===== config.mk =====
export PLATFORM = sky130hd
export DESIGN_NAME = sao_eo_stat_accum_flat
export DESIGN_NICKNAME = d
export VERILOG_FILES = /design/src/rtl/sao_eo_stat_accum_pkg.sv /design/src/rtl/sao_eo_stat_accum_if.sv /design/src/rtl/sao_eo_stat_accum_classify.sv /design/src/rtl/sao_eo_stat_accum.sv /design/src/flat_wrapper.sv
export SDC_FILE = /design/constraint.sdc
export NUM_CORES = 1
export LEC_CHECK = 0
export CAP_MARGIN = 20
export CORE_UTILIZATION = 61
export DETAILED_ROUTE_END_ITERATION = 6
export PLACE_DENSITY = 0.88
export SLEW_MARGIN = 20
export SYNTH_ARGS = -nofsm -noshare
export SYNTH_HDL_FRONTEND = slang
export SYNTH_HIERARCHICAL = 1
export SYNTH_SLANG_ARGS = --single-unit

===== constraint.sdc =====
create_clock -name clk -period 9.8 [get_ports clk]
set_input_delay 1.96 -clock clk [delete_from_list [all_inputs] [get_ports clk]]
set_output_delay 1.96 -clock clk [all_outputs]
set_load 0.05 [all_outputs]

===== src/rtl/sao_eo_stat_accum_pkg.sv =====
// Shared types and helpers for the SAO edge-offset statistics collector.
package sao_eo_stat_accum_pkg;

   localparam int BIT_DEPTH_DEF     = 8;
   localparam int DIFF_CLIP_BIT_DEF = 4;

   typedef logic [BIT_DEPTH_DEF-1:0]            sample_t;
   typedef logic signed [DIFF_CLIP_BIT_DEF:0]   diff_t;
   typedef logic signed [1:0]                   sgn_t;

   typedef enum logic [2:0] {
      CAT_NONE = 3'd0,
      CAT1     = 3'd1,
      CAT2     = 3'd2,
      CAT3     = 3'd3,
      CAT4     = 3'd4
   } sao_cat_e;

   typedef enum logic [1:0] {
      ST_IDLE  = 2'd0,
      ST_RUN   = 2'd1,
      ST_DRAIN = 2'd2,
      ST_OUT   = 2'd3
   } sao_state_e;

   // Edge class from the two neighbour signs: valley -> CAT1 ... peak -> CAT4.
   function automatic sao_cat_e sao_eo_cat(input sgn_t s_a, input sgn_t s_b);
      logic signed [2:0] e;
      e = {s_a[1], s_a} + {s_b[1], s_b};
      case (e)
         3'b110:  return CAT1;
         3'b111:  return CAT2;
         3'b001:  return CAT3;
         3'b010:  return CAT4;
         default: return CAT_NONE;
      endcase
   endfunction

endpackage


===== src/rtl/sao_eo_stat_accum_if.sv =====
// Beat input and statistics output bundle of the SAO EO statistics collector.
interface sao_eo_stat_accum_if #(
   parameter int BIT_DEPTH = 8,
   parameter int N_PIX     = 4,
   parameter int SUM_W     = 18,
   parameter int CNT_W     = 13
);
   logic                       start;
   logic [1:0]                 eo_class;
   logic                       in_valid;
   logic                       in_ready;
   logic                       in_last;
   logic [N_PIX-1:0]           in_mask;
   logic [N_PIX*BIT_DEPTH-1:0] rec_m;
   logic [N_PIX*BIT_DEPTH-1:0] rec_a;
   logic [N_PIX*BIT_DEPTH-1:0] rec_b;
   logic [N_PIX*BIT_DEPTH-1:0] org_m;
   logic                       out_valid;
   logic                       out_ready;
   logic [1:0]                 out_class;
   logic [4*SUM_W-1:0]         out_sum;
   logic [4*CNT_W-1:0]         out_cnt;
   logic                       busy;

   modport master (
      output start, eo_class, in_valid, in_last, in_mask, rec_m, rec_a, rec_b, org_m, out_ready,
      input  in_ready, out_valid, out_class, out_sum, out_cnt, busy
   );

   modport slave (
      input  start, eo_class, in_valid, in_last, in_mask, rec_m, rec_a, rec_b, org_m, out_ready,
      output in_ready, out_valid, out_class, out_sum, out_cnt, busy
   );
endinterface


===== src/rtl/sao_eo_stat_accum_classify.sv =====
// One combinational lane: neighbour signs, EO category and clipped org-rec diff.
module sao_eo_classify
   import sao_eo_stat_accum_pkg::*;
#(
   parameter int BIT_DEPTH = BIT_DEPTH_DEF,
   parameter int DCB       = DIFF_CLIP_BIT_DEF
) (
   input  logic [BIT_DEPTH-1:0] i_rec_m,
   input  logic [BIT_DEPTH-1:0] i_rec_a,
   input  logic [BIT_DEPTH-1:0] i_rec_b,
   input  logic [BIT_DEPTH-1:0] i_org_m,
   output sao_cat_e             o_cat,
   output logic signed [DCB:0]  o_diff
);
   localparam int HI_I = (1 << DCB) - 1;
   localparam logic signed [BIT_DEPTH:0] C_HI = HI_I[BIT_DEPTH:0];
   localparam logic signed [BIT_DEPTH:0] C_LO = ~C_HI;

   logic signed [BIT_DEPTH:0] w_da;
   logic signed [BIT_DEPTH:0] w_db;
   logic signed [BIT_DEPTH:0] w_diff;
   sgn_t                      w_sa;
   sgn_t                      w_sb;

   function automatic sgn_t f_sign(input logic signed [BIT_DEPTH:0] v);
      if (v == '0)          return 2'sb00;
      else if (v[BIT_DEPTH]) return 2'sb11;
      else                   return 2'sb01;
   endfunction

   // Signs, category and clip evaluated at bit_depth+1 signed.
   always_comb begin
      w_da   = $signed({1'b0, i_rec_m}) - $signed({1'b0, i_rec_a});
      w_db   = $signed({1'b0, i_rec_m}) - $signed({1'b0, i_rec_b});
      w_diff = $signed({1'b0, i_org_m}) - $signed({1'b0, i_rec_m});
      w_sa   = f_sign(w_da);
      w_sb   = f_sign(w_db);
      o_cat  = sao_eo_cat(w_sa, w_sb);
      if (w_diff > C_HI)      o_diff = C_HI[DCB:0];
      else if (w_diff < C_LO) o_diff = C_LO[DCB:0];
      else                    o_diff = w_diff[DCB:0];
   end
endmodule


===== src/rtl/sao_eo_stat_accum.sv =====
// SAO edge-offset statistics collector: per-category saturating diff sums and
// pixel counts over one CTB, two-stage pipeline behind a small block FSM.
module sao_eo_stat_accum
   import sao_eo_stat_accum_pkg::*;
#(
   parameter int BIT_DEPTH     = BIT_DEPTH_DEF,
   parameter int N_PIX         = 4,
   parameter int DIFF_CLIP_BIT = DIFF_CLIP_BIT_DEF,
   parameter int SUM_W         = 18,
   parameter int CNT_W         = 13
) (
   input logic                clk,
   input logic                rst_n,
   sao_eo_stat_accum_if.slave bus
);
   localparam int DCB   = DIFF_CLIP_BIT;
   localparam int S2_W  = DCB + 2 + $clog2(N_PIX);
   localparam int S2C_W = $clog2(N_PIX + 1);
   localparam int SX_W  = SUM_W + 1;
   localparam int CX_W  = CNT_W + 1;
   localparam logic signed [SUM_W-1:0] C_SUM_MAX = {1'b0, {(SUM_W-1){1'b1}}};
   localparam logic signed [SUM_W-1:0] C_SUM_MIN = {1'b1, {(SUM_W-1){1'b0}}};

   sao_state_e r_state;
   logic [1:0] r_drain;
   logic [1:0] r_class;
   logic       r_in_ready;
   logic       r_out_valid;
   logic       r_busy;

   sao_cat_e              w_cat  [N_PIX];
   logic signed [DCB:0]   w_diff [N_PIX];
   sao_cat_e              r_s1_cat  [N_PIX];
   logic signed [DCB:0]   r_s1_diff [N_PIX];
   logic [N_PIX-1:0]      r_s1_mask;
   logic signed [S2_W-1:0] w_s2_sum [4];
   logic [S2C_W-1:0]       w_s2_cnt [4];
   logic signed [S2_W-1:0] r_s2_sum [4];
   logic [S2C_W-1:0]       r_s2_cnt [4];
   logic signed [SUM_W-1:0] r_acc_sum [4];
   logic [CNT_W-1:0]        r_acc_cnt [4];
   logic signed [SX_W-1:0]  w_sum_ext [4];
   logic [CX_W-1:0]         w_cnt_ext [4];

   logic w_accept;
   logic w_start;
   assign w_accept = bus.in_valid & r_in_ready;
   assign w_start  = bus.start & (r_state == ST_IDLE);

   for (genvar g = 0; g < N_PIX; g++) begin : g_lane
      sao_eo_classify #(.BIT_DEPTH(BIT_DEPTH), .DCB(DCB)) u_cls (
         .i_rec_m (bus.rec_m[g*BIT_DEPTH +: BIT_DEPTH]),
         .i_rec_a (bus.rec_a[g*BIT_DEPTH +: BIT_DEPTH]),
         .i_rec_b (bus.rec_b[g*BIT_DEPTH +: BIT_DEPTH]),
         .i_org_m (bus.org_m[g*BIT_DEPTH +: BIT_DEPTH]),
         .o_cat   (w_cat[g]),
         .o_diff  (w_diff[g])
      );
   end

   // Block FSM; DRAIN waits out the two pipeline stages plus the final accumulate.
   always_ff @(posedge clk) begin
      if (!rst_n) begin
         r_state     <= ST_IDLE;
         r_drain     <= 2'd0;
         r_class     <= 2'd0;
         r_in_ready  <= 1'b0;
         r_out_valid <= 1'b0;
         r_busy      <= 1'b0;
      end else begin
         case (r_state)
            ST_IDLE: if (bus.start) begin
               r_state    <= ST_RUN;
               r_class    <= bus.eo_class;
               r_in_ready <= 1'b1;
               r_busy     <= 1'b1;
            end
            ST_RUN: if (w_accept && bus.in_last) begin
               r_state    <= ST_DRAIN;
               r_drain    <= 2'd0;
               r_in_ready <= 1'b0;
            end
            ST_DRAIN: if (r_drain == 2'd2) begin
               r_state     <= ST_OUT;
               r_out_valid <= 1'b1;
            end else begin
               r_drain <= r_drain + 2'd1;
            end
            ST_OUT: if (bus.out_ready) begin
               r_state     <= ST_IDLE;
               r_out_valid <= 1'b0;
               r_busy      <= 1'b0;
            end
            default: begin
               r_state     <= ST_IDLE;
               r_in_ready  <= 1'b0;
               r_out_valid <= 1'b0;
               r_busy      <= 1'b0;
            end
         endcase
      end
   end

   // S1: lane results; a zero mask doubles as the stage-valid.
   always_ff @(posedge clk) begin
      if (!rst_n) begin
         r_s1_mask <= '0;
         for (int l = 0; l < N_PIX; l++) begin
            r_s1_cat[l]  <= CAT_NONE;
            r_s1_diff[l] <= '0;
         end
      end else begin
         r_s1_mask <= w_accept ? bus.in_mask : '0;
         for (int l = 0; l < N_PIX; l++) begin
            r_s1_cat[l]  <= w_cat[l];
            r_s1_diff[l] <= w_diff[l];
         end
      end
   end

   // Per-category adder trees over the masked lanes.
   always_comb begin
      for (int k = 0; k < 4; k++) begin
         w_s2_sum[k] = '0;
         w_s2_cnt[k] = '0;
         for (int l = 0; l < N_PIX; l++) begin
            w_s2_sum[k] = w_s2_sum[k] + ((r_s1_mask[l] && r_s1_cat[l] == sao_cat_e'(3'(k + 1)))
                                         ? S2_W'(r_s1_diff[l]) : '0);
            w_s2_cnt[k] = w_s2_cnt[k] + S2C_W'(r_s1_mask[l] && r_s1_cat[l] == sao_cat_e'(3'(k + 1)));
         end
         w_sum_ext[k] = SX_W'(r_acc_sum[k]) + SX_W'(r_s2_sum[k]);
         w_cnt_ext[k] = {1'b0, r_acc_cnt[k]} + CX_W'(r_s2_cnt[k]);
      end
   end

   // S2 partial sums and the saturating block accumulators.
   always_ff @(posedge clk) begin
      if (!rst_n) begin
         for (int k = 0; k < 4; k++) begin
            r_s2_sum[k]  <= '0;
            r_s2_cnt[k]  <= '0;
            r_acc_sum[k] <= '0;
            r_acc_cnt[k] <= '0;
         end
      end else begin
         for (int k = 0; k < 4; k++) begin
            r_s2_sum[k] <= w_s2_sum[k];
            r_s2_cnt[k] <= w_s2_cnt[k];
            if (w_start) begin
               r_acc_sum[k] <= '0;
               r_acc_cnt[k] <= '0;
            end else begin
               if (w_sum_ext[k][SUM_W] != w_sum_ext[k][SUM_W-1])
                  r_acc_sum[k] <= w_sum_ext[k][SUM_W] ? C_SUM_MIN : C_SUM_MAX;
               else
                  r_acc_sum[k] <= w_sum_ext[k][SUM_W-1:0];
               r_acc_cnt[k] <= w_cnt_ext[k][CNT_W] ? '1 : w_cnt_ext[k][CNT_W-1:0];
            end
         end
      end
   end

   assign bus.in_ready  = r_in_ready;
   assign bus.out_valid = r_out_valid;
   assign bus.out_class = r_class;
   assign bus.busy      = r_busy;

   for (genvar k = 0; k < 4; k++) begin : g_out
      assign bus.out_sum[k*SUM_W +: SUM_W] = r_acc_sum[k];
      assign bus.out_cnt[k*CNT_W +: CNT_W] = r_acc_cnt[k];
   end
endmodule

===== src/flat_wrapper.sv =====
// flat-port wrapper written by rule: the top's interface ports become plain ports
module sao_eo_stat_accum_flat import sao_eo_stat_accum_pkg::*;
#(
   parameter int BIT_DEPTH     = BIT_DEPTH_DEF,
   parameter int N_PIX         = 4,
   parameter int DIFF_CLIP_BIT = DIFF_CLIP_BIT_DEF,
   parameter int SUM_W         = 18,
   parameter int CNT_W         = 13
)
  (clk, rst_n, bus_start, bus_eo_class, bus_in_valid, bus_in_last, bus_in_mask, bus_rec_m, bus_rec_a, bus_rec_b, bus_org_m, bus_out_ready, bus_in_ready, bus_out_valid, bus_out_class, bus_out_sum, bus_out_cnt, bus_busy);
  sao_eo_stat_accum_if #(.BIT_DEPTH(BIT_DEPTH), .N_PIX(N_PIX), .SUM_W(SUM_W), .CNT_W(CNT_W)) bus_i ();
  input logic clk;
  input logic rst_n;
  input wire logic [$bits(bus_i.start)-1:0] bus_start;
  input wire logic [$bits(bus_i.eo_class)-1:0] bus_eo_class;
  input wire logic [$bits(bus_i.in_valid)-1:0] bus_in_valid;
  input wire logic [$bits(bus_i.in_last)-1:0] bus_in_last;
  input wire logic [$bits(bus_i.in_mask)-1:0] bus_in_mask;
  input wire logic [$bits(bus_i.rec_m)-1:0] bus_rec_m;
  input wire logic [$bits(bus_i.rec_a)-1:0] bus_rec_a;
  input wire logic [$bits(bus_i.rec_b)-1:0] bus_rec_b;
  input wire logic [$bits(bus_i.org_m)-1:0] bus_org_m;
  input wire logic [$bits(bus_i.out_ready)-1:0] bus_out_ready;
  output wire logic [$bits(bus_i.in_ready)-1:0] bus_in_ready;
  output wire logic [$bits(bus_i.out_valid)-1:0] bus_out_valid;
  output wire logic [$bits(bus_i.out_class)-1:0] bus_out_class;
  output wire logic [$bits(bus_i.out_sum)-1:0] bus_out_sum;
  output wire logic [$bits(bus_i.out_cnt)-1:0] bus_out_cnt;
  output wire logic [$bits(bus_i.busy)-1:0] bus_busy;
  assign bus_i.start = bus_start;
  assign bus_i.eo_class = bus_eo_class;
  assign bus_i.in_valid = bus_in_valid;
  assign bus_i.in_last = bus_in_last;
  assign bus_i.in_mask = bus_in_mask;
  assign bus_i.rec_m = bus_rec_m;
  assign bus_i.rec_a = bus_rec_a;
  assign bus_i.rec_b = bus_rec_b;
  assign bus_i.org_m = bus_org_m;
  assign bus_i.out_ready = bus_out_ready;
  assign bus_in_ready = bus_i.in_ready;
  assign bus_out_valid = bus_i.out_valid;
  assign bus_out_class = bus_i.out_class;
  assign bus_out_sum = bus_i.out_sum;
  assign bus_out_cnt = bus_i.out_cnt;
  assign bus_busy = bus_i.busy;
  sao_eo_stat_accum #(.BIT_DEPTH(BIT_DEPTH), .N_PIX(N_PIX), .DIFF_CLIP_BIT(DIFF_CLIP_BIT), .SUM_W(SUM_W), .CNT_W(CNT_W)) u_core (.clk(clk), .rst_n(rst_n), .bus(bus_i));
endmodule

# After elaboration in Yosys (flattened, before gate mapping)
# Memories as Yosys holds them, arrays and structs flattened.
# Index checks and enable logic that the tools add are counted.
# totals
memories	6
regBits	13
out_inout_bits	129
input_bits	140
word_cells	333
ram_bits	200
# op_classes
n_addsub	49
n_mux	143
n_eq_ne	45
n_lt_le_gt_ge	8
bitwise	38
n_reduce_logical	37
# mem_list
memory	words	width	rd	rd_clocked_by_memory_dff	wr	line_no	rtl
u_core.r_acc_sum	4	18	4	0	4	sao_eo_stat_accum.sv:40	logic signed [SUM_W-1:0] r_acc_sum [4];
u_core.r_acc_cnt	4	13	4	0	4	sao_eo_stat_accum.sv:41	logic [CNT_W-1:0] r_acc_cnt [4];
u_core.r_s2_sum	4	8	4	0	4	sao_eo_stat_accum.sv:38	logic signed [S2_W-1:0] r_s2_sum [4];
u_core.r_s1_diff	4	5	4	0	4	sao_eo_stat_accum.sv:34	logic signed [DCB:0] r_s1_diff [N_PIX];
u_core.r_s1_cat	4	3	4	0	4	sao_eo_stat_accum.sv:33	sao_cat_e r_s1_cat [N_PIX];
u_core.r_s2_cnt	4	3	4	0	4	sao_eo_stat_accum.sv:39	logic [S2C_W-1:0] r_s2_cnt [4];
# op_table
cell	count
18-bit two-way mux	16
8-bit two-way mux	20
13-bit two-way mux	12
8-bit by 8-bit subtractor with 9-bit output	12
8-bit adder	12
18-bit by 8-bit adder with 19-bit output	4
9-bit logical NOT	8
5-bit two-way mux	12
13-bit by 3-bit adder with 14-bit output	4
3-bit one-hot mux with 4 select lines	4
1-bit two-way mux	44
2-bit two-way mux	22
3-bit by 2-bit == test with 1-bit output (second input constant)	12
3-bit == test (second input constant)	12
9-bit by 5-bit > comparator with 1-bit output (second input constant)	4
9-bit by 5-bit < comparator with 1-bit output (second input constant)	4
1-bit bitwise OR	36
3-bit by 1-bit adder with 3-bit output	8
3-bit by 1-bit == test with 1-bit output (second input constant)	8
3-bit two-way mux	8
1-bit logical AND	17
2-bit by 2-bit adder with 3-bit output	4
3-bit AND reduction	4
1-bit by 1-bit adder with 2-bit output	4
14 further kinds	29

# Longest topological paths before layout
# Gate-level depths: netlist (run 1).
# An unclocked memory read counts as a cell.
# logic_depth
depth_word	9
ltp_mapped	16
depth_no_buf	15

# Hierarchy
# The synthesis (run 1) kept the hierarchy.
# by_module_without_submodules
mod	seq_area_each_um2	cells_per_inst	area_each_um2	instances
sao_eo_stat_accum	5505.3	1475	14535.2	1
sao_eo_classify	0.0	156	1123.6	4

# Worst setup path after synthesis (run 1)
# OpenSTA, ideal clock, no wires.
# synth_path
path_kind	input -> register
start	input bus_rec_a[6]
end	memory u_core/r_s1_cat[0][1] (netlist name)
cell_stages	12
slack_ps	5337
required_time_ps	9741
setup_time_ps	59
arrival_time_ps	4404
n_path_buf	0
path_cell_list	inv_1 -> ha_1 -> or4b_2 -> mux2i_1 -> nor4bb_1 -> o21ai_0 -> ha_1 -> inv_1 -> fa_1 -> nand2b_1 -> a21boi_0 -> and2_1
# synth_lines
element	line_no	rtl
start, declared	flat_wrapper.sv:20	input wire logic [$bits(bus_i.rec_a)-1:0] bus_rec_a;
end, declared	sao_eo_stat_accum.sv:33	

==> summary by stage, run 1 <==
Yosys
The synthesized area divided by synthesized cell count is 9.07 um^2. The post-synthesis register bit count is 213. Counting every instance in the synthesized netlist gives 2099. The number of synthesized flops with an enable pin is 124. The prevailing post-synth register cell is edfxtp_1.

The portion of the post-synthesis area used by sequential elements is 28.9%. The number of warnings reported in the yosys synthesis log is 6. The area of the mapped netlist is 19000 um^2. The post-synthesis async set-or-reset flop share is 0%.

The synthesized netlist contains 86 unique library cells.

Final layout
The number of antenna diodes in the final layout is 0. Cells with a size suffix above 1 make up 4.29% of the layout. Relative to the synthesized area, the layout overhead comes to 22.3%. Cells fill 75.9% of the core in the end. The filler cells instantiated in the layout total 2236. In the layout the commonest cells are clkdlybuf4s50_1 (267), inv_1 (263), ha_1 (226). The most common cell after layout, fill and taps aside is clkdlybuf4s50_1. For this run, the post-layout net count is 2910.

Setup path
The critical path capture point type is a flip-flop. The worst setup path is of the input pin to flip-flop kind. The critical path launch point is bus_rec_m[30]. On the critical path, the stage with the largest delay is an instance of or4b_2. The signal on the critical path passes through clkdlybuf4s50_1 > ha_1 > or4b_2 > mux2i_1 > nor4bb_1 > o21ai_0 > ha_1 > inv_1 > fa_1 > nand2b_1 > a21boi_0 > and2_1. The largest stage delay on the critical path is 0.64 ns.

Data on the critical path is required at its endpoint by 10.24 ns. The kind of cell with the highest combined delay along the critical path is simple AND/OR/NAND/NOR gates. The most frequent cell on the critical path is ha_1.

The nature of the critical path startpoint is an input pin. Data arrives at the worst endpoint at 5.14 ns. The count of buffering cells on the critical path with inverters included is 2. The worst register-to-register path begins at u_core/r_s1_cat[0][0]. The maximum fanout along the worst path is 5.

Clock network
The source-to-sink clock delay at the later pin of the worst-skew pair is 0.51 ns. Counting the buffers created by CTS gives 22. The depth of the CTS H-tree is 1. The cell at the root of the clock tree is clkbuf_16. The clock sink total is 213. The maximum buffer depth of the clock tree is 3. Clock-pin slew was measured on the worst setup and hold paths at 0.06 ns. Gates resized during post-CTS repair numbered 0. The CTS tree is yes.

Buffers inserted to repair hold after CTS numbered 0. After clock tree synthesis, the setup repair step added 0 buffers.

Power and ir drop
The maximum vdd ir drop is 0.113 mV. Summed over all cells, the static leakage comes to 10.6 nW. The power per cell area is 125 nW/um^2.

The power consumption is 2.92 mW.

Routing
The average via count per standard cell is 5.64. The detail route stage leaves a number of antenna-violating nets equal to 0. The detailed-routing iteration count for the pre-antenna-repair pass is 7. The detailed-route via count is 16300. The detailed-route wire length per cell is 15.3 um. The first routing iteration left 860 violations. After detailed routing, the total wire length is 44400 um.

The final routed DRC violation total is 0.

Floorplanning
The area of the core is 30700 um^2. The floorplan step defined a die boundary enclosing 31900 um^2. From left edge to right edge, the die measures 179 um. The I/O pin count is 269. The die extent in y is 179 um. The floorplan row count is 64. For this configuration, the core starts out at a cell density of 62.0%.

Timing
The worst-case headroom to the max-slew limit is 27.2%. The final sum of negative setup slack is 0 ns. Static timing analysis puts the maximum clock frequency at 0.213 GHz.

The share of the cycle needed by the critical path after routing is 48.0%. Setup repair after global routing left no endpoint under its margin. After layout, the worst setup slack is 5.10 ns. The setup clock skew after layout is 0.0230 ns.

The transition time at the pin with the least slew margin is 1.09 ns. The final max-slew violation count is 0. The number of endpoints with negative hold slack in the final report is 0. The final hold slack is 0.472 ns. The minimum clock period after layout is 4.70 ns. The setup-violating endpoint count in the final report is 0.

Placement
Timing analysis after detailed placement gives a worst setup slack of 4.61 ns. The detailed-placement wirelength estimate is 35100 um. At the end of routability-driven placement, the weighted congestion stood at 0.931.

The number of buffer cells added on primary ports is 268.

GRT
The via count of the first global-routing pass came to 16000. The first global-routing pass estimated 72100 um of wire. For this run, the total global-route usage over all layers was measured as 27.4%. Entering global routing, the biggest net connects 89 pins. Summed over all layers, the global routing overflow is 0. The initial antenna violation count came to 0.

Min path
The critical hold path startpoint is u_core/bus.out_class[0]. The min-delay analysis places its worst path in the category flip-flop to flip-flop.

Status
The flow ran to the end, and the final reports show no timing, DRC or antenna violations.

Job
Max-cap violations in this run came to 0.
cells in the mapped netlist, types with 25 or more instances:
cell / number / area (um^2)
xor2_1: 67 / 587
a21o_1: 52 / 390
nand2_1: 132 / 495
ha_1: 226 / 2830
nand2b_1: 40 / 250
fa_1: 64 / 1280
clkbuf_1: 25 / 93.8
and2_1: 118 / 738
nor2_1: 61 / 229
edfxtp_1: 124 / 3720
nor3_1: 34 / 170
nor2b_1: 42 / 263
a21oi_1: 146 / 731
dfxtp_1: 89 / 1780
nand3_1: 59 / 295
xnor2_1: 57 / 499
inv_1: 263 / 987
o21ai_0: 136 / 681
a21boi_0: 34 / 255
final timing paths:
kind	slack, ns	cells past startpoint	endpoint
setup reg to reg	5.85	11	u_core/r_s2_sum[3][7]
hold / removal	0.47	2	u_core/bus.out_class[0]
hold reg to reg	0.47	2	u_core/bus.out_class[0]
setup / recovery	5.10	12	u_core/r_s1_cat[3][1]
cells by family after synthesis:
family / count (synthesis) / synth area share (%)
buf+inv: 299 / 6.06
mux: 21 / 1.11
compound gates: 534 / 18.4
other cells: 1 / 0.0197
simple gates: 616 / 18.1
flops: 213 / 28.9
xor+xnor: 124 / 5.71
fa+ha+maj: 291 / 21.6
per-stage QoR:
step                instance area (um^2)  instances
floorplan                          19500       2222
finish                             23300       2892
CTS                                23300       2892
global placement                   22500       2852
global route                       23300       2892
detailed placement                 22500       2852
flip-flops by register name (all words and copies together) (netlist names), 2 cells and up:
name,cells
u_core/r_state,2
u_core/r_s1_cat,12
u_core/r_s2_cnt,12
u_core/r_drain,2
u_core/r_acc_sum,72
u_core/r_acc_cnt,52
u_core/bus.out_class,2
u_core/r_s2_sum,32
u_core/r_s1_diff,20
u_core/r_s1_mask,4
routing by layer:
metal  track usage (%)  routed length (um)
met4              10.5                1590
met5                 0                   0
met3              3.50                2360
met2              48.3               21600
met1              33.8               18900
layout make-up:
class / count / area (um^2) / area share (%)
flip-flops and latches: 213 / 5510 / 23.7
multi-input cells: 1710 / 12800 / 55.2
repair buffers: 270 / 2690 / 11.6
clock buffers: 32 / 679 / 2.92
inverters: 263 / 987 / 4.24
well taps: 396 / 495 / 2.13
clock inverters: 8 / 68.8 / 0.296
worst reg2reg max path, stage by stage, from the launching register on:
cell     delay [ns]
dfxtp_1        0.33
nor3_1         0.81
nand2_1        0.21
fa_1           0.57
fa_1           0.56
inv_1          0.07
fa_1           0.47
a21o_1         0.19
a21oi_1        0.17
nor2b_1        0.08
nor4b_1        0.27
o21a_1         0.17
power breakdown:
part | switching [mW] | leakage (nW) | total, mW | internal, mW
sequential | 0.0764 | 2.00 | 1.12 | 1.04
combinational | 0.573 | 8.24 | 0.943 | 0.370
clock | 0.349 | 0.368 | 0.856 | 0.507
No activity file was read; power rests on OpenSTA's default activity.
==> run 2, diff against run 1 <==
- CORE_UTILIZATION: 61 -> 51
- PLACE_DENSITY: 0.88 -> 0.78
- clock period: 9.8 -> 3.9 ns (I/O delays scaled with it)
==> run 2 against run 1 <==
Against the previous run:
- power increased to 2.6 times the previous value
- non-clock buffer count increased by 31
- sequential power rose to 2.5 times the previous value
- core utilization decreased by 11 points
- flip-flop and latch count is the same
- hold slack better by 0.0047 ns
- first-iteration DRC count is 19% lower
- combinational power rose to 2.5 times the previous value
- critical path type is now flip-flop to flip-flop
==> summary by stage, run 2 (synthesized netlist as in run 1, its figures left out) <==
Status
The flow ran to the end, and the final reports show no timing, DRC or antenna violations.

Power and ir drop
The total net switching power is 2.59 mW. The analysis attributes to cell leakage a power of 10.8 nW. The register share of total power is 37.5%.

The logic gate share of total power is 31.9%. Across the VDD grid, the largest voltage drop is 0.244 mV. Of the total power, the share spent switching nets is 34.3%. The cell internal power dissipation is 4.95 mW. For this design the ratio of total power to cell area is 318 nW/um^2. The proportion of power drawn by the clock network is 30.6%.

Min path
The startpoint identified for the worst hold timing path is u_core/bus.out_class[0]. The class of the tightest hold or removal check is flip-flop to flip-flop. The worst hold path terminates at u_core/bus.out_class[0].

The worst hold path stage count is 2.

Timing
The number of endpoints with negative hold slack in the final report was 0. The transition time at the pin with the least slew margin is 0.822 ns. The final max-slew violation count is 0.

After layout, the minimum clock period comes to 3.60 ns. Static timing analysis puts the maximum clock frequency at 0.278 GHz. For the final routed database, the setup TNS stands at 0 ns. Setup repair after global routing left no endpoint under its margin.

The final hold slack is 0.477 ns. The setup-violating endpoint count in the final report is 0. After layout, the worst path uses 92.3% of the clock period. The setup clock skew after layout is 0.0203 ns. The worst path setup slack after routing is 0.300 ns. The worst-case headroom to the max-slew limit is 43.8%.

GRT
The via count of the first global-routing pass was 15900. The initial antenna violation count is 0. The maximum number of pins on one net before global-route repair is 88. Global routing finished with a remaining overflow of 0. Global routing used 23.0% of the available tracks. The first global-routing pass estimated 73300 um of wire.

Floorplanning
The die extent in x is 195 um. The floorplan row count is 70. The die extent in y is 195 um.

The initial utilization of the core area, before any placement, comes to 51.9%. The die footprint is 38100 um^2. The core region is 36700 um^2. In this run the count of I/O pins placed on the die edge is 269.

Setup path
The worst setup path is launched from a flip-flop. Counting stages on the worst path, the most repeated cell is fa_1. The count of buffering cells on the critical path with inverters included is 3.

The worst path arrival time is 4.06 ns. The end of the worst register-to-register path is u_core/r_s2_sum[0][7]. Along the worst path, the maximum fanout reaches 6.

The slack of the worst reg-to-reg path is 0.30 ns. The slowest stage of the critical path belongs to the cell fa_1. The launch instance of the worst register-to-register path is u_core/r_s1_cat[1][2].

The critical path capture point type is a flip-flop. Walking the worst path, the cells encountered are nor2b_1 > nand2_1 > nor2_1 > buf_4 > and2_1 > fa_1 > inv_1 > fa_1 > inv_1 > ha_1 > fa_1 > a21o_1 > a21oi_1 > nor2b_1 > nor4b_1 > o21a_1. The cell family contributing the most delay on the critical path is adder cells. The start-to-end type of the worst setup path is flip-flop to flip-flop. The number of cells traversed by the worst register-to-register path is 16. STA puts the critical path data required time at 4.36 ns. For this run, the slowest stage of the critical path takes 0.53 ns.

Routing
The total length of routed wires is 44300 um. The detailed-route via count is 16100. The first TritonRoute pass finished after 5 iterations. In the routed design, unresolved DRC markers number 0.

For this block, the initial DRC count from the detailed router was 700. Dividing the detail-routed via count by the number of cells gives 5.36. In the final routed layout, each cell accounts on average for 14.8 um. The detail route stage leaves a number of antenna-violating nets equal to 0.

Clock network
Gates resized during post-CTS repair numbered 0. TritonCTS built the clock tree. The clock passes through at most 3 buffers. The clock sink total is 213. The number of setup buffers added after CTS is 0. In this run the number of H-tree levels came out at 1. The clock-pin transition on the worst setup and hold timing paths is 0.06 ns. Counting the buffers created by CTS gives 24. The hold buffer count at CTS is 0.

The cell at the root of the clock tree is clkbuf_16. At the later pin of the worst-skew pair, clock insertion delay measures 0.53 ns.

Placement
The placed instances occupy a cell area of 22800 um^2. The congestion estimate from routability-driven global placement came to 0.910. Input and output buffers added on the ports amount to 268. The detailed-placement wirelength estimate is 35800 um. The post-place setup slack is -0.129 ns.

Final layout
In the final layout, flip-flops and latches occupy 5510 um^2. The finished cells cover 23700 um^2. The number of flip-flops in the largest register is 72. For this run, the share of the core covered by cells in the final layout is 64.5%. The largest registers in the layout are u_core/r_acc_sum (72), u_core/r_acc_cnt (52), u_core/r_s2_sum (32).

The most common cell after layout, fill and taps aside is clkdlybuf4s50_1. At the end of the flow, the number of nets in the layout was 2943. The repair_antennas step left the layout with diodes totalling 0.

The fraction of final layout cells sized beyond drive strength 1 is 5.69%. Relative to the synthesized area, the layout overhead comes to 24.4%. Fill cells in the final layout number 3033. The top cell types in the final layout, fill and taps aside, are clkdlybuf4s50_1 (267), inv_1 (263), ha_1 (226). The multi-input combinational cell area is 12900 um^2. The register containing the most flip-flops in the final layout is u_core/r_acc_sum.

Job
The tool flagged a number of max-cap violations equal to 0.
==> run 2: cell count changes in the layout (fill, tap and decap cells not counted), moves of 2 or more <==
cell,change
buf_4,+31
clkbuf_16,+3
clkbuf_8,-3
clkinv_2,+2
clkinvlp_4,-2
nor2_1,-2
nor2_2,+2
==> run 2: worst max-delay path by stage <==
stage / end / depth (start not counted) / from
finish: u_core/r_s2_sum[0][7] / 16 / u_core/r_s1_cat[1][2]
global placement: u_core/r_s1_cat[1][1] / 12 / bus_rec_m[14]
detailed placement: u_core/r_s1_cat[3][1] / 15 / bus_rec_b[25]
CTS: u_core/r_s2_sum[0][7] / 14 / u_core/r_s1_cat[0][2]
global route: u_core/r_s2_sum[0][7] / 14 / u_core/r_s1_mask[0]
floorplan: u_core/r_s2_sum[3][7] / 11 / u_core/r_s1_cat[1][1]
==> run 2: per-stage QoR <==
stage,power (mW),cells
2_1_floorplan,4.45,2222
3_3_place_gp,5.19,2955
3_5_place_dp,5.26,2955
4_1_cts,7.60,2999
5_1_grt,7.93,2999
6_report,7.54,2999
==> run 2: final cells by class <==
| cell class | count | share of cell area (%) |
|---|---|---|
| clock buffers | 33 | 3.03 |
| clock inverters | 11 | 0.423 |
| inverters | 263 | 4.17 |
| multi-input cells | 1710 | 54.3 |
| flip-flops and latches | 213 | 23.3 |
| well taps | 468 | 2.47 |
| repair buffers | 301 | 12.4 |
==> run 2: worst min-delay path: stages, from the launching register on <==
cell and delay [ns]:
dfxtp_1 0.31, nand2_1 0.05, a21boi_0 0.07
==> run 2: power by group through the flow <==
stage          logic, mW  registers, mW  clock network (mW)
6_report            2.40           2.83                2.31
5_1_grt             2.62           2.86                2.45
4_1_cts             2.40           2.83                2.37
3_5_place_dp        2.39           2.88                   0
3_3_place_gp        2.32           2.87                   0
2_1_floorplan       1.17           3.28                   0
==> run 2: per-layer routing <==
metal / part of all wire (%) / wire length, um / GRT usage, % / up-vias
met5: 0 / 0 / 0 / -
met3: 4.3 / 1900 / 2.38 / 72
met1: 45 / 19900 / 29.2 / 7459
met2: 49 / 21600 / 41.3 / 407
li1: - / - / - / 8142
met4: 2.0 / 896 / 6.04 / 0
==> run 3, diff against run 2 <==
- PLACE_DENSITY: 0.78 -> 0.79
- SYNTH_HIERARCHICAL: 1 -> default
==> run 3 against run 2 <==
Against the previous run:
- combinational power increased by 7%
- routed wire length rose by 2.3%
- worst setup slack got worse by 0.21 ns
- register-to-register slack better by 0.07 ns
- final area shrank 0.47%
- fmax is 5.4% lower
- die area shrank 3.4%
- critical endpoint is now u_core.r_s1_cat[3][1]
==> summary by stage, run 3 <==
Status
The run finished with clean final reports.

Timing
Setup repair after global routing left no endpoint under its margin. Static timing analysis puts the maximum clock frequency at 0.263 GHz. The setup clock skew after layout is 0.0213 ns.

The share of the cycle needed by the critical path after routing is 97.6%. Setup violations remaining at the end of the flow were counted as 0. The number of endpoints with negative hold slack in the final report is 0.

The final max-slew violation count was 0. The worst-case headroom to the max-slew limit is 52.3%. The transition time at the pin with the least slew margin is 0.715 ns. For the finished layout, the period the worst path requires is 3.81 ns.

Power and ir drop
The share of total power dissipated in the clock network is 30.9%. The logic gate share of total power is 32.7%. Internal power comes to 5.18 mW. The net switching fraction of the power is 33.8%. VDD sags by at most 0.346 mV.

In this run the static leakage power is 11.2 nW. Summed over all nets, the switching power comes to 2.65 mW. The power per cell area is 333 nW/um^2. The register share of total power is 36.4%.

GRT
Global routing used 24.2% of the available tracks. The via count of the first global-routing pass is 15900. Entering global routing, the biggest net connects 52 pins.

The initial antenna violation count is 0. The overflow left after global routing is 0. The first global-routing pass estimated 72900 um of wire.

Yosys
The post-synthesis register bit count is 213. The post-synthesis async set-or-reset flop share is 0%. The number of warnings reported in the yosys synthesis log is 0.

Synthesis produced 2035 cells. After synthesis, the cell types taking the most area are edfxtp_1 (20%), ha_1 (15%), dfxtp_1 (9.7%). Ranked by instance count, the synthesized netlist is headed by ha_1 (225), inv_1 (222), a21oi_1 (183).

The biggest area contributor in the post-synthesis netlist is edfxtp_1. The share of synthesized cell area in full adder, half adder and majority cells is 22.3%. Of the synthesized area, sequential elements account for 30.0%. The synthesized area divided by synthesized cell count is 9.03 um^2. After synthesis the cells add up to 18400 um^2.

The prevailing post-synth register cell is edfxtp_1. In this run, distinct cell masters in the synthesized netlist total 84. The dominant combinational cell family by area after synthesis is adder cells. The synthesized netlist devotes 16.8% of its cell area to simple gates. The share of synthesized area in the top cell type comes to 20.3%. The post-synthesis share of cell area spent on xor and xnor gates is 6.58%. The most frequent cell after synthesis is ha_1. After synthesis, the share of cell area in mux cells is 0.449%. The compound-cell area share of the yosys netlist is 18.2%. The synthesized design contains 124 enable-type register cells.

Final layout
The register with the most flip-flops in the layout has 72 of them. Leaving out fill and tap cells, the most frequent cells in the layout are clkdlybuf4s50_1 (260), ha_1 (216), inv_1 (214). In the final layout, the registers with the most flip-flops are u_core.r_acc_sum (72), u_core.r_acc_cnt (52), u_core.r_s2_sum (32). The number of standard cells in the final layout excluding fillers is 2964.

For this run, the post-layout net count is 2914. More flip-flops sit in one register than any other, and that register is u_core.r_acc_sum. Compared with the post-synthesis result, the final layout area differs by 28.2%. The most common cell after layout, fill and taps aside is clkdlybuf4s50_1. The antenna diode instance count is 0. The fraction of final layout cells sized beyond drive strength 1 is 7.79%.

The area of all placed cells without fillers is 23600 um^2.

Floorplanning
The region available for standard cell placement spans 35500 um^2. In this run the count of I/O pins placed on the die edge is 269. The die extent in x is 192 um. The effective utilization at floorplan is 51.8%. The floorplan step defined a die boundary enclosing 36800 um^2. Measured along the y axis, the die boundary spans 192 um. After floorplanning, the core was divided into 69 placement rows.

Clock network
CTS built an H-tree with a depth of 1. The root buffer cell chosen for the clock tree is clkbuf_16. The number of buffers added by the clock tree synthesis step is 24. The maximum buffer depth of the clock tree is 3. The source-to-sink clock delay at the later pin of the worst-skew pair is 0.53 ns. Hold repair after CTS inserted 0 buffers. The CTS tree is yes.

After clock tree synthesis, the clock-pin slew on the worst setup and hold paths is 0.06 ns. For this design, the sink count on the clock tree is 213.

Setup path
The worst endpoint required time is 4.32 ns. For the worst flop-to-flop path, the logic depth is 15. The launch instance of the worst register-to-register path is u_core.r_s1_mask[1]. The end of the worst register-to-register path is u_core.r_s2_sum[0][7]. The critical path launch point is bus_rec_a[26]. The critical path goes through clkdlybuf4s50_1 > inv_1 > ha_1 > a21o_1 > a21o_1 > a21o_1 > a21o_1 > nor3_2 > a31oi_1 > or4_1 > ha_2 > inv_2 > fa_1 > buf_6 > xor2_1 > and3_1.

The worst setup path is captured at a flip-flop. Of all nets on the critical path, the largest fanout is 3. The largest stage delay on the critical path is 0.54 ns.

The critical-path cell with the highest stage delay is or4_1. The worst path arrival time is 4.23 ns. Broken down by cell family, the worst path's largest delay share belongs to adder cells. The most frequent cell on the critical path is a21o_1. The nature of the critical path startpoint is an input pin. The slack of the worst reg-to-reg path is 0.37 ns. The critical path in this run is classified as input pin to flip-flop. The count of buffering cells on the critical path with inverters included is 4.

Routing
After detailed routing, the number of vias per cell comes to 5.42. Dividing the detail-routed wire length by the instance count gives 15.3 um. The final routed DRC violation total is 0. In this run, the number of DRC markers left after iteration 0 of detailed routing was 674. The first detailed-routing pass took 6 iterations. Wires add up to 45400 um. The detailed-route via count is 16100.

In this run the remaining antenna-violating nets after routing total 0.

Placement
During placement, the flow inserted port buffers numbering 268. Detailed placement finished with a half-perimeter wire length of 35900 um. In this run the cell area measured after placement is 22500 um^2. The cell total after placement is 2914. The placer's final routability congestion estimate is 0.923.

Min path
The worst hold path begins at u_core.bus.out_class[0]. The class of the tightest hold or removal check is flip-flop to flip-flop. The terminating pin of the worst hold path is u_core.bus.out_class[0]. Counting instances, the worst hold path has a depth of 2.

Job
The number of max-cap violations is 0.
-- run 3: cell types whose count changed after synthesis, sizes merged, moves of 33 or more --
cell   before  now
and2      118   77
nor2       65  120
o21ai     166   80
inv       263  223
a21oi     146  188
a21o       56   89
-- run 3: worst register-to-register path: cells and delay by family, from the launching register on --
kind                       cells  cell delay (ns)
adders and majority gates      4             1.62
and+or+nand+nor                7             1.00
buffers and inverters          1             0.05
muxes                          1             0.10
AOI/OAI and AO/OA              2             0.37
DFF                            1             0.32
-- run 3: stage by stage --
stage          TNS, ns  util [%]  total power [mW]  setup slack, ns  hold WS, ns
4_1_cts              0      65.9              7.86           0.0117        0.456
6_report             0      66.4              7.83           0.0941        0.454
2_1_floorplan        0         -              4.52           0.0672        0.459
5_1_grt              0      66.4              8.22          0.00256        0.488
3_5_place_dp     -6.19      63.3              5.40           -0.642        0.451
3_3_place_gp     -4.63      63.3              5.31           -0.493        0.444
-- run 3: timing repair --
action | CTS | global route
pin swaps | 8 | 27
endpoints found under the setup margin | 4 | 26
resized for setup | 6 | 44
buffers inserted | 2 | 4
-- run 3: final cells by class --
type	instances	area, um^2
multi-input combinational	1675	12500
fill	2867	11900
sequential	213	5510
timing repair buffer	347	3310
inverter	224	841
clock buffer	34	763
tap	461	577
clock inverter	10	109
-- run 3: power by group through the flow --
stage / sequential (mW) / clock [mW] / combinational (mW)
6_report: 2.85 / 2.42 / 2.56
5_1_grt: 2.88 / 2.57 / 2.78
4_1_cts: 2.85 / 2.48 / 2.52
3_5_place_dp: 2.90 / 0 / 2.50
3_3_place_gp: 2.89 / 0 / 2.43
2_1_floorplan: 3.35 / 0 / 1.18
-- run 3: how the worst max path moves through the flow --
stage                            end  slack, ns  depth (start not counted)
2_1_floorplan  u_core.r_s1_cat[3][0]       0.07                         15
6_report       u_core.r_s1_cat[3][1]       0.09                         16
3_5_place_dp   u_core.r_s1_cat[0][0]      -0.64                         15
5_1_grt        u_core.r_s1_cat[1][0]      0.003                         20
3_3_place_gp   u_core.r_s1_cat[1][1]      -0.49                         17
4_1_cts        u_core.r_s1_cat[0][0]       0.01                         16
-- run 3: logic make-up after synthesis --
logic type	count (synthesis)
buffers and inverters	270
multiplexers	8
AND/OR/NAND/NOR	602
other	1
XOR/XNOR	138
flip-flops	213
AO/OA/AOI/OAI	514
adder cells (fa/ha/maj)	289
-- run 3: per-layer routing --
metal	GRT usage, %	part of all wire (%)	vias up
met1	29.8	43	7585
li1	-	-	7979
met4	6.96	2.4	0
met2	43.5	50	431
met5	0	0	-
met3	3.40	5.0	77
